===== config.mk =====
export PLATFORM = sky130hd
export DESIGN_NAME = ctrl_seq
export DESIGN_NICKNAME = d
export VERILOG_FILES = /design/src/rtl/ctrl_pkg.sv /design/src/rtl/ctrl_decode.sv /design/src/rtl/ctrl_seq.sv
export SDC_FILE = /design/constraint.sdc
export NUM_CORES = 1
export LEC_CHECK = 0
export CORE_ASPECT_RATIO = 1.1
export CORE_MARGIN = 8
export CORE_UTILIZATION = 46
export CTS_CLUSTER_SIZE = 12
export DETAILED_ROUTE_END_ITERATION = 16
export GPL_TIMING_DRIVEN = 0
export HOLD_SLACK_MARGIN = 0.12
export PLACE_DENSITY = 0.8
export REMOVE_ABC_BUFFERS = 1
export SYNTH_ARGS = -nofsm -noshare
export SYNTH_HDL_FRONTEND = slang
export SYNTH_SLANG_ARGS = --single-unit

===== constraint.sdc =====
create_clock -name Clk -period 2.05 [get_ports Clk]
set_input_delay 0.205 -clock Clk [delete_from_list [all_inputs] [get_ports Clk]]
set_output_delay 0.205 -clock Clk [all_outputs]
set_load 0.01 [all_outputs]

===== src/rtl/ctrl_pkg.sv =====
`default_nettype none
// +----------------------------------------------------------------------+
// | Module   : ctrl_pkg                                                  |
// | Brief    : Shared types and constants for the LFSR-ISA control       |
// |            sequencer (states, opcodes, ACK word helper).             |
// | Revision : 1.0 - initial release                                     |
// +----------------------------------------------------------------------+
package ctrl_pkg;

    // Sequencer states, explicitly encoded in 3 bits
    typedef enum logic [2:0] {
        IDLE  = 3'd0,
        RUN   = 3'd1,
        LDW   = 3'd2,
        FLUSH = 3'd3,
        DONE  = 3'd4
    } state_e;

    // Top three instruction bits
    localparam logic [2:0] OP_LDR = 3'b100;
    localparam logic [2:0] OP_STR = 3'b101;
    localparam logic [2:0] OP_BR  = 3'b011;
    localparam logic [2:0] OP_NOP = 3'b110;
    localparam logic [2:0] OP_PAR = 3'b111;

    // The ACK word is the all-ones instruction of the given width
    function automatic logic [31:0] ack_word(input int unsigned iw);
        if (iw >= 32) begin
            return 32'hFFFF_FFFF;
        end
        return (32'd1 << iw) - 32'd1;
    endfunction

endpackage
`default_nettype wire


===== src/rtl/ctrl_decode.sv =====
`default_nettype none
// +----------------------------------------------------------------------+
// | Module   : ctrl_decode                                               |
// | Brief    : Purely combinational opcode decode producing raw,         |
// |            ungated instruction class flags.                          |
// | Revision : 1.0 - initial release                                     |
// +----------------------------------------------------------------------+
module ctrl_decode
    import ctrl_pkg::*;
#(
    parameter int IW = 9
) (
    input  logic [IW-1:0] i_instr,
    output logic          o_ldr,
    output logic          o_str,
    output logic          o_br,
    output logic          o_ack,
    output logic          o_par,
    output logic          o_alu_wr
);

    localparam logic [IW-1:0] c_ack = IW'(ack_word(IW));

    logic [2:0] w_op;
    logic       w_nop;

    assign w_op  = i_instr[IW-1 -: 3];
    assign o_ack = (i_instr == c_ack);
    assign o_ldr = (w_op == OP_LDR);
    assign o_str = (w_op == OP_STR);
    assign o_br  = (w_op == OP_BR);
    assign w_nop = (w_op == OP_NOP);

    // ACK shares the PAR opcode and equal fields, so it must be excluded
    assign o_par = (w_op == OP_PAR) && (i_instr[5:3] == i_instr[2:0]) && !o_ack;

    // Everything that is not a load/store/branch/nop/ack writes the register file
    assign o_alu_wr = !(o_ldr || o_str || o_br || w_nop || o_ack);

endmodule
`default_nettype wire


===== src/rtl/ctrl_seq.sv =====
`default_nettype none
// +----------------------------------------------------------------------+
// | Module   : ctrl_seq                                                  |
// | Brief    : Stateful control sequencer: gates decoded enables by      |
// |            state, sequences multi-cycle loads, branch flush bubble,  |
// |            program start/done, and counts busy cycles.               |
// | Revision : 1.0 - initial release                                     |
// +----------------------------------------------------------------------+
module ctrl_seq
    import ctrl_pkg::*;
#(
    parameter int IW       = 9,
    parameter int DW       = 8,
    parameter int TW       = 4,
    parameter int LD_LAT   = 1,
    parameter int BR_COND  = 1,
    parameter int BR_BUB   = 1,
    parameter int TAP_ADDR = 62,
    parameter int CW       = 16
) (
    input  logic          Clk,
    input  logic          Reset_n,
    input  logic          Start,
    input  logic [IW-1:0] Instruction,
    input  logic [DW-1:0] DatMemAddr,
    input  logic          Zero,
    output logic          RegWrEn,
    output logic          MemWrEn,
    output logic          LoadInst,
    output logic          TapSel,
    output logic          ParityCheck,
    output logic          Branch,
    output logic [TW-1:0] PCTarg,
    output logic          PcStall,
    output logic          Ack,
    output logic          Busy,
    output logic [CW-1:0] CycleCnt
);

    localparam bit            c_multi_ld = (LD_LAT != 0);
    localparam bit            c_bubble   = (BR_BUB != 0);
    localparam logic [2:0]    c_ld_init  = (LD_LAT == 0) ? 3'd0 : 3'(LD_LAT - 1);
    localparam logic [DW-1:0] c_tap      = DW'(TAP_ADDR);
    localparam logic [CW-1:0] c_cnt_max  = '1;

    state_e        r_state;
    state_e        w_state_next;
    logic [2:0]    r_ldcnt;
    logic [CW-1:0] r_cnt;

    logic w_ldr, w_str, w_br, w_ack, w_par, w_alu_wr;
    logic w_taken;
    logic w_busy;
    logic w_idle_or_done;

    ctrl_decode #(
        .IW (IW)
    ) u_decode (
        .i_instr  (Instruction),
        .o_ldr    (w_ldr),
        .o_str    (w_str),
        .o_br     (w_br),
        .o_ack    (w_ack),
        .o_par    (w_par),
        .o_alu_wr (w_alu_wr)
    );

    // Zero only matters in the RUN cycle that decodes the branch
    assign w_taken        = (BR_COND != 0) ? !Zero : 1'b1;
    assign w_busy         = (r_state == RUN) || (r_state == LDW) || (r_state == FLUSH);
    assign w_idle_or_done = (r_state == IDLE) || (r_state == DONE);

    // State register
    always_ff @(posedge Clk or negedge Reset_n) begin
        if (!Reset_n) begin
            r_state <= IDLE;
        end else begin
            r_state <= w_state_next;
        end
    end

    // Next-state logic; Start is only honoured from IDLE or DONE
    always_comb begin
        w_state_next = r_state;
        case (r_state)
            IDLE, DONE: begin
                if (Start) w_state_next = RUN;
            end
            RUN: begin
                if (w_ldr && c_multi_ld)              w_state_next = LDW;
                else if (w_br && w_taken && c_bubble) w_state_next = FLUSH;
                else if (w_ack)                       w_state_next = DONE;
            end
            LDW: begin
                if (r_ldcnt == 3'd0) w_state_next = RUN;
            end
            FLUSH: begin
                w_state_next = RUN;
            end
            default: begin
                w_state_next = IDLE;
            end
        endcase
    end

    // Output decode gated by state; everything is low outside RUN/LDW except Ack in DONE
    always_comb begin
        RegWrEn     = 1'b0;
        MemWrEn     = 1'b0;
        LoadInst    = 1'b0;
        ParityCheck = 1'b0;
        Branch      = 1'b0;
        PCTarg      = '0;
        PcStall     = 1'b0;
        Ack         = 1'b0;
        case (r_state)
            RUN: begin
                MemWrEn     = w_str;
                RegWrEn     = w_alu_wr;
                ParityCheck = w_par;
                if (w_ldr) begin
                    LoadInst = 1'b1;
                    // A multi-cycle load stalls fetch and defers the write to its last cycle
                    if (c_multi_ld) PcStall = 1'b1;
                    else            RegWrEn = 1'b1;
                end
                if (w_br && w_taken) begin
                    Branch = 1'b1;
                    PCTarg = Instruction[TW-1:0];
                end
            end
            LDW: begin
                LoadInst = 1'b1;
                if (r_ldcnt != 3'd0) PcStall = 1'b1;
                else                 RegWrEn = 1'b1;
            end
            DONE: begin
                Ack = 1'b1;
            end
            default: begin
            end
        endcase
        TapSel = LoadInst && (DatMemAddr == c_tap);
    end

    // Remaining load-wait cycles, armed when a load is decoded in RUN
    always_ff @(posedge Clk or negedge Reset_n) begin
        if (!Reset_n) begin
            r_ldcnt <= 3'd0;
        end else if ((r_state == RUN) && w_ldr) begin
            r_ldcnt <= c_ld_init;
        end else if ((r_state == LDW) && (r_ldcnt != 3'd0)) begin
            r_ldcnt <= r_ldcnt - 3'd1;
        end
    end

    // Saturating busy-cycle counter, cleared whenever a program (re)starts
    always_ff @(posedge Clk or negedge Reset_n) begin
        if (!Reset_n) begin
            r_cnt <= '0;
        end else if (w_idle_or_done && Start) begin
            r_cnt <= '0;
        end else if (w_busy && (r_cnt != c_cnt_max)) begin
            r_cnt <= r_cnt + CW'(1);
        end
    end

    assign Busy     = w_busy;
    assign CycleCnt = r_cnt;

endmodule
`default_nettype wire


## Word-level counts from Yosys, hierarchy flattened

Cells that the tools add are included.

- Bits in registers: 22

- Reduce and logical (&&, ||, !) cells: 25
- Equality and inequality tests: 16
- $add $sub $neg: 2
- Mux-type cells: 23

Operators by type and width:

| cell | count |
|---|---|
| 2-to-1 mux 16 bit | 2 |
| 2-to-1 mux 3 bit | 7 |
| adder 16 x 1 -> 16 bit, second input constant | 1 |
| inequality test 16 bit, second input constant | 1 |
| == test 3 bit, second input constant | 5 |
| case mux 3 bit (4 select lines) | 1 |
| == test 3 x 2 -> 1 bit, second input constant | 3 |
| == test 9 bit, second input constant | 1 |
| == test 8 x 6 -> 1 bit, second input constant | 1 |
| logical AND 1 bit | 8 |
| 2-to-1 mux 1 bit | 8 |
| 2-to-1 mux 4 bit | 2 |
| logical OR 1 bit | 7 |
| logical NOT 3 bit | 2 |
| case mux 1 bit (2 select lines) | 3 |
| inequality test 4 x 1 -> 1 bit, second input constant | 1 |
| nonzero test 2 bit | 2 |
| == test 3 x 1 -> 1 bit, second input constant | 1 |
| == test 3 bit | 1 |
| logical NOT 1 bit | 3 |
| AND reduction 3 bit | 1 |
| nonzero test 3 bit | 1 |
| subtractor 3 x 1 -> 3 bit, second input constant | 1 |
| inequality test 2 x 1 -> 1 bit, second input constant | 1 |
| other kinds (2) | 2 |

## Longest topological paths before layout

Gate-level depths: netlist of the first run.

- Word-level depth: 7
- Mapped depth: 6
- Gate-level depth less buffers: 6

## Modules after synthesis

Synthesis of the first run repeated with hierarchy kept, for this count alone.

- Cells, all modules: 170
- Area total of the unflattened synthesis: 1,477.7 um2

By module, submodules not included:

| module | area an instance (um2) | times used | cells each |
|---|---|---|---|
| ctrl_seq | 1,370.1 | 1 | 154 |
| ctrl_decode | 107.6 | 1 | 16 |

## Worst setup path after synthesis of the first run

OpenSTA, ideal clock, no wires.

- Path type: flip-flop to flip-flop
- From: register r_ldcnt[0]
- To: register r_state[2]
- Stages on the path, launching flop included: 7
- Data arrival time: 1.469 ns
- Path buffers: 0
- Period minus slack after synthesis: 1.557 ns
- Setup slack: 0.493 ns
- Setup time: 0.087 ns
- Path through: dfrtp_1 -> inv_1 -> ha_1 -> nor2b_1 -> nor3_2 -> or4_1 -> a22oi_1

- Word-level cells in the longest chain between the ends: 3

RTL lines:

| item | RTL line | RTL |
|---|---|---|
| from (decl) | ctrl_seq.sv:48 | `logic [2:0] r_ldcnt;` |
| from (signal assigned) | ctrl_seq.sv:151 | `r_ldcnt <= c_ld_init;` |
| from (signal assigned) | ctrl_seq.sv:153 | `r_ldcnt <= r_ldcnt - 3'd1;` |
| logical NOT 3 bit | ctrl_seq.sv:95 | `if (r_ldcnt == 3'd0) w_state_next = RUN;` |
| inequality test 2 x 1 -> 1 bit (no line) | n/a |  |
| AND reduction 3 bit (no line) | n/a |  |
| to (signal assigned) | ctrl_seq.sv:78 | `r_state <= w_state_next;` |
| to (decl) | ctrl_seq.sv:46 | `state_e r_state;` |

No other way between the ends.
A chain may end at the register's enable or synchronous reset.

## Worst setup path in the final report of the first run

- From: register r_state[0]
- To: output port ParityCheck

- Word-level cells in the longest chain between the ends: 2

RTL lines:

| item | RTL line | RTL |
|---|---|---|
| == test 3 x 1 -> 1 bit | ctrl_seq.sv:116 | `case (r_state)` |
| 2-to-1 mux 1 bit | ctrl_seq.sv:116 |  |
| to (decl) | ctrl_seq.sv:31 | `output logic ParityCheck,` |

No other way between the ends.

==> out/summary.txt, run 1 <==
number of warnings reported in the yosys synthesis log = 0
Final TNS setup = 0 ns
transition time at the pin with the least slew margin = 1.04 ns
mean area per synthesized cell = 9.11 sq um
VDD IR max = 0.684 mV
share of layout cells above drive strength 1 = 14.0%
Site Rows = 21
share of synthesized flip-flops with an asynchronous set or reset = 100%
sequential element share of the synthesized area = 36.9%
Layout Area Growth over Synthesis = 45.2%
post-synthesis register bit count = 22
remaining max-slew budget at the tightest pin = 30.4%
worst-case reg-to-reg path depth = 5
count of buffers inserted at the top-level ports = 49
number of max-cap violations = 0
RD Place Congestion = 0.886
share of the cycle needed by the critical path after routing = 95.7%
worst min-delay path category = primary input to asynchronous set/reset pin
top cell type's share of synthesized area = 36.9%
initial antenna violation count = 0
drt initial violations = 109
highest attainable clock frequency = 510 MHz
GRT Util Overall = 16.5%
height of the die = 75.8 um
Final ANT Viol Nets = 0
floorplan die area = 0.00533 sq mm
Worst-Skew Late Latency = 0.32 ns
total of endpoints with negative setup slack in the final report = 0
Worst-path clk slew = 0.14 ns
utilization of the core after routing = 70.6%
worst setup skew after layout = 0.0141 ns
FF-to-FF setup slack = 0.30 ns
maximum number of pins on one net before global-route repair = 23
number of buffers added by the clock tree synthesis step = 3
min cycle time layout = 1.96 ns
Core ar. = 0.00307 sq mm
first-pass GRT wire length = 7.19 mm
Crit path arrival time = 1.76 ns
Startpoint Class = flop
most used flip-flop cell after synthesis = dfrtp_1
maximum fanout encountered on the critical timing path = 7
unrepaired setup endpoints after global routing = false
endpoint kind of the worst setup timing path = output pin
number of H-tree levels = 1
ports placed on the boundary = 50
count of different cell masters after synthesis = 44
required time of the critical path = 1.85 ns
drt drc = 0
Root Driver = clkbuf_4
final count of pins violating max slew = 0
critical setup path kind = flop to output pin
clock tree buffer depth = 2
Static Leakage = 1.01 nW
Crit Reg-Reg Startpoint = r_state[2]
Final Hold Slack = 0.435 ns
initial core utilization = 48.6%
antenna diode count = 0
number of standard cells in the layout, taps in and fillers out = 256
count of flip-flops with a built-in enable after synthesis = 0
Die X = 70.3 um
Clock Sinks = 22
Netlist Area Pre-Place = 0.00149 sq mm
areal power density over the cells = 814 mW/mm^2
Reg2Reg Capture Point = CycleCnt[14]
vias in the first global route = 1,535
drt total wl = 4.36 mm
via total after detailed routing = 1,527
synth top area cells = dfrtp_1 37%, mux2i_1 6.7%, nand2_1 5.5%, nor3_1 2.7%, a211oi_1 2.5%
Post-Synthesis Cells = 164
Post-DP HPWL = 3.18 mm
# placed instances = 245
final count of hold timing violations = 0
TritonRoute pass-1 iters = 7
drt wl/cell = 17.0 um
outcome = complete, no violations
most frequent cells after synthesis = 22 x dfrtp_1, 22 x nand2_1, 10 x mux2i_1, 8 x nor2_1, 8 x nor3_1
CTS tree = done
remaining global-route overflow = 0
Final #Nets = 247
cell taking the most area after synthesis = dfrtp_1
Avg Vias per Cell = 5.96
## per-layer routing
layer | track usage (%) | vias to the layer above | part of all wire [%]
met5 | 0 | - | 0
met4 | 5.80 | 0 | 1.7
met3 | 4.04 | 12 | 5.9
met2 | 30.5 | 48 | 52
met1 | 18.0 | 732 | 41
li1 | - | 735 | -
## logic make-up after synthesis
family | count (synthesis) | synth area share [%]
DFF | 22 | 36.9
buffers and inverters | 8 | 2.51
and+or+nand+nor | 90 | 35.9
adders and majority gates | 3 | 2.51
AOI/OAI and AO/OA | 26 | 12.6
muxes | 10 | 6.70
xor gates and xnor gates | 5 | 2.93
## critical path, cell delays in order (launching register included)
cell and delay [ns]:
dfrtp_2 0.43, nor2b_4 0.18, and2_4 0.19, nand4_1 0.11, nor3_1 0.23, dlygate4sd2_1 0.32
## registers in the layout, indices dropped and copies added (netlist names)
| name | count |
|---|---|
| r_state | 3 |
| r_ldcnt | 3 |
| CycleCnt | 16 |
## final cells by class
type	instances	area [sq um]
inverters	6	22.5
clock buffers	4	36.3
multi-input cells	134	960
fillers	231	905
flip-flops and latches	22	554
repair buffers	56	554
well taps	34	42.5
## metrics by stage
step / setup WS, ns / total power, mW / cell area [sq um]
6_report: 0.0879 / 1.77 / 2170
5_1_grt: 0.00133 / 1.89 / 2170
4_1_cts: 0.000630 / 1.73 / 2110
3_5_place_dp: -0.300 / 1.42 / 2010
3_3_place_gp: -0.224 / 1.38 / 2010
2_1_floorplan: 0.490 / 1.09 / 1480
## worst max path at each step
stage                        start           to  slack [ns]  cells past startpoint
global placement     DatMemAddr[0]       TapSel       -0.22                      4
finish                  r_state[0]  ParityCheck        0.09                      5
CTS                     r_state[0]      MemWrEn      0.0006                      4
floorplan               r_ldcnt[0]   r_state[2]        0.49                      6
global route         DatMemAddr[0]       TapSel       0.001                      4
detailed placement  Instruction[7]    PCTarg[0]       -0.30                      5
## repair_timing
| action | 4_1_cts | 5_1_grt |
|---|---|---|
| pin swaps | 1 | 1 |
| setup endpoints to repair | 11 | 8 |
| hold buffers | 0 | 0 |
| setup buffers | 4 | 3 |
| gates resized for setup | 19 | 11 |
## placed cells by master (no fill, tap or decap), types with 4 or more instances in the layout
| cell type | n |
|---|---|
| clkdlybuf4s50_1 | 36 |
| nand2_1 | 22 |
| dfrtp_1 | 19 |
| mux2i_1 | 10 |
| nor2_1 | 8 |
| nor3_1 | 7 |
| dlymetal6s2s_1 | 7 |
| buf_4 | 7 |
| inv_1 | 6 |
| nand3_1 | 6 |
| a21oi_1 | 6 |
| nand4_1 | 6 |
| a211oi_1 | 5 |
| dlygate4sd2_1 | 5 |
| and4_1 | 4 |
| and3_1 | 4 |
| xnor2_1 | 4 |
| o31ai_1 | 4 |
## power by group
| group | internal, mW | switching (mW) | total, mW |
|---|---|---|---|
| registers | 0.524 | 0.104 | 0.628 |
| clock network | 0.109 | 0.139 | 0.248 |
| logic | 0.443 | 0.447 | 0.890 |
| total | 1.08 | 0.690 | 1.77 |
Note: power is estimated with default switching activity, not from simulation.
==> inputs of run 2 (changes only) <==
- CTS_CLUSTER_DIAMETER: not set -> 60
- SETUP_SLACK_MARGIN: not set -> 0.15
==> run 2 against run 1 <==
Against the previous run:
- hold slack worse by 0.0049 ns
- clock power barely moved
- clock-buffer cell count stayed put
- critical endpoint unchanged
- power grew 1.2%
==> out/summary.txt, run 2 (synthesized netlist as in run 1, its figures left out) <==
transition time at the pin with the least slew margin = 1.02 ns (-0.0227 ns)
initial core utilization = 48.6% (unchanged)
remaining global-route overflow = 0 (unchanged)
most frequent standard cell in the layout excluding fill and tap cells = clkdlybuf4s50_1
Final ANT Viol Nets = 0 (unchanged)
maximum fanout encountered on the critical timing path = 7 (unchanged)
number of standard cells in the layout, taps in and fillers out = 258 (+0.78%)
clock tree buffer depth = 2 (unchanged)
total of endpoints with negative setup slack in the final report = 0 (unchanged)
total cell area at the placement stage = 0.00201 sq mm (unchanged)
Crit path buffers/inverters = 1 (unchanged)
beginning of the critical path = r_state[1]
areal power density over the cells = 829 mW/mm^2 (+1.8%)
Stages on worst setup path = 5 (unchanged)
min cycle time layout = 1.92 ns (-0.0443 ns)
number of buffers added by the clock tree synthesis step = 3 (unchanged)
final count of hold timing violations = 0 (unchanged)
ports placed on the boundary = 50 (unchanged)
required time of the critical path = 1.85 ns (about the same)
share of total power in the clock network = 13.7% (-0.3 points)
final count of pins violating max slew = 0 (unchanged)
CTS tree = done
flip-flop count of the largest register after layout = 16 (unchanged)
Avg Vias per Cell = 6.07 (+1.8%)
count of buffers inserted at the top-level ports = 49 (unchanged)
Layout Area Growth over Synthesis = 44.3%
initial antenna violation count = 0 (unchanged)
Root Driver = clkbuf_4
first-pass GRT wire length = 7.53 mm (+4.8%)
Startpoint Class = flop
Final Hold Slack = 0.430 ns (-0.00488 ns)
Worst-Skew Late Latency = 0.31 ns (about the same)
Crit path arrival time = 1.71 ns (-0.05 ns)
outcome = complete, no violations
height of the die = 75.8 um (unchanged)
GRT Util Overall = 17.3% (+0.80 points)
cell area after layout = 0.00216 sq mm (-0.63%)
worst min-delay path category = primary input to asynchronous set/reset pin
endpoint kind of the worst setup timing path = output pin
drt initial violations = 110 (+0.92%)
share of the cycle needed by the critical path after routing = 93.5% (-2.2 points)
TritonRoute pass-1 iters = 4 (-3)
Design Power = 1.79 mW (+1.2%)
Worst-path clk slew = 0.13 ns (about the same)
antenna diode count = 0 (unchanged)
Worst setup endpoint = ParityCheck
worst setup skew after layout = 0.0110 ns (-0.00305 ns)
Final #Nets = 249 (+0.81%)
floorplan die area = 0.00533 sq mm (unchanged)
share of layout cells above drive strength 1 = 18.3% (+4.3 points)
number of max-cap violations = 0 (unchanged)
Die X = 70.3 um (unchanged)
Post-DP HPWL = 3.18 mm (unchanged)
Clock Sinks = 22 (unchanged)
number of H-tree levels = 1 (unchanged)
VDD IR max = 0.674 mV (-1.4%)
maximum number of pins on one net before global-route repair = 23 (unchanged)
critical path cell sequence = nor2b_4 > and2_4 > nand4_1 > nor3_1 > clkdlybuf4s15_1
critical setup path kind = flop to output pin
Sw Share = 39.7% (+0.57 points)
highest-count cells in the layout ignoring fill and taps = 33 x clkdlybuf4s50_1, 21 x nand2_1, 19 x dfrtp_1
drt drc = 0 (unchanged)
drt total wl = 4.43 mm (+1.8%)
RD Place Congestion = 0.886 (unchanged)
Slowest-stage cell, CP = dfrtp_2
unrepaired setup endpoints after global routing = true
Internal Power = 1.08 mW (+0.22%)
switching pwr = 0.709 mW (+2.6%)
FF-to-FF setup slack = 0.30 ns (about the same)
Site Rows = 21 (unchanged)
via total after detailed routing = 1,567 (+2.6%)
# placed instances = 245 (unchanged)
family with the most delay on the worst path = simple AND/OR/NAND/NOR gates
worst-case reg-to-reg path depth = 7 (+2)
Reg2Reg Capture Point = r_state[2]
Crit Reg-Reg Startpoint = r_ldcnt[0]
Core ar. = 0.00307 sq mm (unchanged)
remaining max-slew budget at the tightest pin = 31.9% (+1.5 points)
Static Leakage = 0.947 nW (-6.1%)
highest attainable clock frequency = 521 MHz (+2.3%)
drt wl/cell = 17.2 um (+0.98%)
utilization of the core after routing = 70.1% (-0.45 points)
register share of total power = 34.8% (-0.8 points)
Combinational Power Share = 51.5% (+1.1 points)
hold buffer count at CTS = 0 (unchanged)
vias in the first global route = 1,611 (+5.0%)
worst stage delay on the critical path = 0.46 ns (+0.03 ns)
[run 2: changes by cell type in the layout (fill, tap and decap cells not counted), moves of 2 or more]
cell | previous run | this run
clkbuf_2 | 0 | 2
clkdlybuf4s50_1 | 36 | 33
dlygate4sd2_1 | 5 | 11
dlymetal6s2s_1 | 7 | 1
buf_4 | 7 | 9
[run 2: timing repair]
| item | 4_1_cts | 5_1_grt |
|---|---|---|
| pin swaps | 2 | 1 |
| gates cloned | 0 | 0 |
| setup buffers | 9 | 0 |
| endpoints found under the setup margin | 12 | 8 |
| resized for setup | 35 | 10 |
[run 2: power groups by stage]
stage | clock network (mW) | registers (mW) | logic (mW)
6_report | 0.245 | 0.622 | 0.920
3_3_place_gp | 0 | 0.629 | 0.754
2_1_floorplan | 0 | 0.636 | 0.453
5_1_grt | 0.265 | 0.636 | 1.02
4_1_cts | 0.246 | 0.611 | 0.902
3_5_place_dp | 0 | 0.636 | 0.785
[run 2: worst min path at each step]
stage / start / to / slack [ns] / cells past startpoint
after floorplan: Reset_n / CycleCnt[0] / -0.09 / 0
after global placement: CycleCnt[0] / CycleCnt[0] / 0.51 / 1
after detailed placement: CycleCnt[0] / CycleCnt[0] / 0.52 / 1
after CTS: Reset_n / CycleCnt[13] / 0.47 / 1
after global routing: Reset_n / CycleCnt[14] / 0.51 / 1
final: Reset_n / CycleCnt[14] / 0.43 / 1
[run 2: metal layers]
layer	GRT usage (%)	share of wire, %	vias up
li1	-	-	742
met1	18.7	38	747
met2	32.2	54	67
met3	4.17	6.6	11
met4	6.25	1.8	0
met5	0	0	-
[run 2: area by class of cell]
class,instances,area (sq um)
Timing Repair Buffer,58,532
Multi-Input combinational cell,134,968
Fill cell,237,918
Inverter,6,22.5
Tap cell,34,42.5
Sequential cell,22,554
Clock buffer,4,36.3
[run 2: through the flow]
step | worst slack, ns | TNS (ns)
after global routing | 0.0487 | 0
after global placement | -0.224 | -1.09
final | 0.132 | 0
after detailed placement | -0.300 | -1.87
after CTS | 0.109 | 0
after floorplan | 0.490 | 0
[run 2: worst reg2reg max path: stages, from the launching register on]
cell and delay (ns):
dfrtp_1 0.40, inv_1 0.08, ha_1 0.15, nor2b_4 0.19, nor3_4 0.05, buf_4 0.16
or4_1 0.47, a22oi_1 0.17
